File: src/rtl/shr_deser.sv
// shr_deser: serial-to-parallel receiver for the SHR link with valid/ack handshake and sticky overrun.
// Ports: clk, rst_n (async, active-low); en (bit strobe), frame (first bit of word), l_nr (1 MSB first),
//        sin (serial data), ack (consumer accept); pout (word), valid, busy, ovr (sticky), par_err.
// Macro SHR_DESER_PARITY_EN adds a trailing even-parity bit per word and drives par_err.
module shr_deser #(
  parameter int N_BIT = 4
) (
  input  logic             clk,
  input  logic             rst_n,
  input  logic             en,
  input  logic             frame,
  input  logic             l_nr,
  input  logic             sin,
  input  logic             ack,
  output logic [N_BIT-1:0] pout,
  output logic             valid,
  output logic             busy,
  output logic             ovr,
  output logic             par_err
);
  localparam int CW = $clog2(N_BIT + 1);
`ifdef SHR_DESER_PARITY_EN
  typedef enum logic [1:0] {IDLE, SHIFT, PAR} state_t;
`else
  typedef enum logic [1:0] {IDLE, SHIFT} state_t;
`endif
  state_t state, state_n;
  logic [N_BIT-1:0] shreg, shreg_n, sh, word;
  logic [CW-1:0] cnt, cnt_n;
  logic dir, dir_e, start, step, last, done, perr;
  assign start = en & frame;
  assign step  = en & ~frame & (state != IDLE);
  assign dir_e = start ? l_nr : dir;
  assign sh    = dir_e ? {shreg[N_BIT-2:0], sin} : {sin, shreg[N_BIT-1:1]};
  assign last  = step & (state == SHIFT) & (cnt == CW'(N_BIT - 1));
  assign busy  = state != IDLE;
  always_comb begin
`ifdef SHR_DESER_PARITY_EN
    done    = step & (state == PAR);
    word    = shreg;
    perr    = ^{shreg, sin};
    state_n = start ? SHIFT : last ? PAR : done ? IDLE : state;
`else
    done    = last;
    word    = sh;
    perr    = 1'b0;
    state_n = start ? SHIFT : done ? IDLE : state;
`endif
    shreg_n = (start | (step & (state == SHIFT))) ? sh : shreg;
    cnt_n   = start ? CW'(1) : done ? '0 : (step & (state == SHIFT)) ? cnt + CW'(1) : cnt;
  end
  always_ff @(posedge clk or negedge rst_n) begin
    if (!rst_n) begin
      state   <= IDLE;
      shreg   <= '0;
      cnt     <= '0;
      dir     <= 1'b0;
      pout    <= '0;
      valid   <= 1'b0;
      ovr     <= 1'b0;
      par_err <= 1'b0;
    end else begin
      state <= state_n;
      shreg <= shreg_n;
      cnt   <= cnt_n;
      dir   <= dir_e;
      // A completing word is dropped only if the held word is still unacknowledged.
      if (done && valid && !ack) ovr <= 1'b1;
      else if (done) begin
        pout    <= word;
        valid   <= 1'b1;
        par_err <= perr;
      end else if (ack) valid <= 1'b0;
    end
  end
endmodule

File: config.mk
export PLATFORM = sky130hd
export DESIGN_NAME = shr_deser
export DESIGN_NICKNAME = d
export VERILOG_FILES = /design/src/rtl/shr_deser.sv
export SDC_FILE = /design/constraint.sdc
export NUM_CORES = 1
export LEC_CHECK = 0
export CORE_MARGIN = 3
export CORE_UTILIZATION = 48
export DETAILED_ROUTE_END_ITERATION = 8
export PLACE_DENSITY_LB_ADDON = 0.12
export SYNTH_ARGS = -nofsm -noshare
export SYNTH_HDL_FRONTEND = slang
export SYNTH_SLANG_ARGS = --single-unit
File: constraint.sdc
create_clock -name clk -period 1.5 [get_ports clk]
set_input_delay 0.225 -clock clk [delete_from_list [all_inputs] [get_ports clk]]
set_output_delay 0.225 -clock clk [all_outputs]
set_load 0.02 [all_outputs]
==> results list <==
- Maximum number of pins on one net before global-route repair: 16
- Of the post-synthesis cell area, the dominant cell type holds 0.5263.
- VDD sags by at most roughly 0.00094 V.
- Using the TritonRoute via totals, the vias-per-cell ratio works out to roughly 5.7.
- First drt pass iteration count: 4
- Count of flip-flops with a built-in enable after synthesis: 0
- In the synthesized netlist, the cells that appear most often are 15 x dfrtp_1, 12 x a31oi_1, 5 x nand2_1, 5 x nand3_1.
* Run status: complete, no violations
- TritonCTS built the clock tree.
- Count of vias placed by the detailed router: 591
- Final design instance area without fill: 912.1 µm²
* Total of flip-flops plus latches after synthesis: 15
- Filler cell count: 110
- CTS placed an instance of clkbuf_4 at the clock tree root.
* Stage delay of the slowest cell on the critical path: 600 ps
* Skew final: roughly 2.6 ps
- The signal on the critical path passes through clkdlybuf4s50_1.
* Sum of overflow across all layers after global routing: 0
* Number of nets in the layout: 97
* Initial drt markers: 13
- Reg2reg start: cnt[0]$_DFFE_PN0P_
- Via count of the first global-routing pass: between 500 and 600
- In this run the horizontal extent of the chip is between 40 and 50 µm.
- DRC errors left: 0
- The number of nets handed over by synthesis was 77.
- In this run the worst path has a maximum fanout of 2.
- Async SR Flop Fraction: 1.000
- TritonCTS created 3 clock buffers.
- Number of antenna cells inserted: 0
* Max-Cap Viols: 0
* Area contributors post-synth: dfrtp_1 53%, a31oi_1 11%, nand3_1 3.5%
- P per Cell Area: 1398 nW/µm²
- The number of cells on the worst reg-to-reg path is 4.
- The initial utilization of the core area, before any placement, comes to 0.5283.
- Height of the die: 44.55 µm
- Floorplan die area: 1984 µm²
- The number of antenna violations at the first check in global routing is 0.
* Cell at the slowest stage of the critical path: clkdlybuf4s50_1
- For this run, the register share of the synthesized area comes to 0.5263.
- After the flow finishes, the layout carries non-filler instances totaling 103.
* Number of buffers added on ports: 13
* First-pass GRT wire length: 2401 µm
- Top FF cell, synth: dfrtp_1
- Number of instances in the synthesized netlist: 69
- In this run the mean area of a mapped cell was 10.34 µm².
- STA puts the critical path data required time at approximately 1300 ps.
- During synthesis, Yosys emitted a total of 0 warnings.
- Clock period minus final worst setup slack: 1445 ps
* Class of the most critical setup path: flip-flop to output pin
- 15 I/O pins were placed.
- For this run, the total global-route usage over all layers was measured as 0.1686.
- Post-synth design cell area: 713.2 µm²
- Endpoint class of the critical path: output pin
- Worst Path Buf+Inv: 1
* Final Setup Violations: 0
* Clock edge transition at the registers on the reported setup and hold paths: around 80 ps
- Cell taking the most area after synthesis: dfrtp_1
- Final cycle utilization of the critical path: 0.9631
- WL/cell: 13.53 µm
- Leakage dissipation: 0.4667 nW
* Synthesis-to-finish area growth: 27.89%
* Routed wire length: 1394 µm
- Worst EP arrival: 1220 ps
- Insertion delay of the later-clocked pin in the worst-skew pair: 280 ps
- Broken down by cell family, the worst path's largest delay share belongs to buffers and inverters.
* Final setup TNS: 0 ps
- CTS built an H-tree with a depth of 1.
* Register-to-register path setup slack: 170 ps
- The total area inside the core boundary comes to 1350 µm².
* Cell with the most instances after synthesis: dfrtp_1
- End of the critical path: pout[0]
- Of the cells placed in the final design, the portion with a size suffix greater than 1 is 0.1818.
- Counting tap cells, the placed design contains a total of 99 instances.
- Post-DP HPWL: around 1000 µm
- Startpoint class of the critical path: flip-flop
* Endpoint of the worst register-to-register path: pout[0]$_DFFE_PN0P_
* Beginning of the critical path: pout[0]$_DFFE_PN0P_
- Highest clock rate: just under 700 MHz
- Number of buffers added for setup after CTS: 0
- The initialized floorplan defines 13 standard-cell rows.
- Count of unique library cells instantiated by Yosys: 27
- The tightest hold path in the finished design has a slack of between 200 and 250 ps.
- Setup repair after global routing left no endpoint under its margin.
* Sinks on the clock net: 15
- Hold crit path type: input port to asynchronous set/reset pin
- The longest clock path from root to sink contains 2 buffers.
* Final number of hold-violating endpoints: 0
- In this run the number of cells on the critical path is 1.
* Core occupancy in the finished layout: 0.6756
- The placed instances occupy a cell area of roughly 870 µm².
* Antenna Violating Nets Remaining: 0
- Routability-driven placement finished with a final weighted congestion of 0.8202.
- The max-slew violation count came to 0.
## cell type report
cell class,count,area (µm²),area share
multi-input cells,48,301.5,0.3306
well taps,15,18.77,0.02058
clock buffers,4,26.28,0.02881
repair buffers,18,178.9,0.1962
flip-flops and latches,15,375.4,0.4115
inverters,3,11.26,0.01235
## per-layer routing
layer | vias to the layer above | share of wire | track usage
met1 | 267 | 0.45 | 0.2282
met2 | 28 | 0.46 | 0.2321
li1 | 294 | - | -
met3 | 2 | 0.088 | 0.08537
met5 | - | 0 | 0
met4 | 0 | 0.0065 | 0.05422
## worst min path at each step
stage | cells past startpoint | slack, ps | end | start
3_3_place_gp | 1 | 460 | ovr$_DFFE_PN0P_ | ovr$_DFFE_PN0P_
4_1_cts | 2 | 250 | cnt[1]$_DFFE_PN0P_ | rst_n
5_1_grt | 2 | 250 | cnt[2]$_DFFE_PN0P_ | rst_n
3_5_place_dp | 1 | 460 | ovr$_DFFE_PN0P_ | ovr$_DFFE_PN0P_
2_1_floorplan | 0 | -70 | cnt[0]$_DFFE_PN0P_ | rst_n
6_report | 2 | 250 | cnt[1]$_DFFE_PN0P_ | rst_n
## metrics by stage
step           setup WS (ps)  power, mW
3_5_place_dp          -34.06      1.079
4_1_cts                23.88      1.298
6_report               55.42      1.275
5_1_grt                11.72      1.366
2_1_floorplan          250.8     0.8701
3_3_place_gp           1.601      1.069
## what timing repair did
action / 4_1_cts / 5_1_grt
hold buffers: 0 / 0
resized for setup: 1 / 6
endpoints found under the setup margin: 1 / 8
## state kept, by name, summed over array words and instances, names as in the netlist
signal,flops
cnt,3
dir,1
ovr,1
pout,4
shreg,4
state,1
valid,1
## report_power, final
| part | internal, mW | total [mW] | switching (mW) |
|---|---|---|---|
| sequential | 0.514 | 0.582 | 0.0685 |
| clock | 0.103 | 0.221 | 0.118 |
| combinational | 0.227 | 0.472 | 0.245 |
## placed cells by master (no fill, tap or decap), types with 2 or more instances in the layout
master,synthesis,routed
a22o_1,2,2
a31oi_1,12,12
buf_4,2,5
clkbuf_4,0,3
clkdlybuf4s50_1,0,7
dfrtp_1,15,15
dlymetal6s2s_1,0,5
inv_1,2,2
nand2_1,5,5
nand3_1,5,5
nor2_1,4,4
o21ai_1,4,4
## cell families after synthesis
group | after synthesis | share of synthesized area
AND/OR/NAND/NOR | 20 | 0.1491
AO/OA/AOI/OAI | 26 | 0.2491
other | 1 | 0.005258
buffers and inverters | 6 | 0.05262
adder cells (fa/ha/maj) | 1 | 0.01754
flip-flops | 15 | 0.5263
Note: power is estimated with default switching activity, not from simulation.
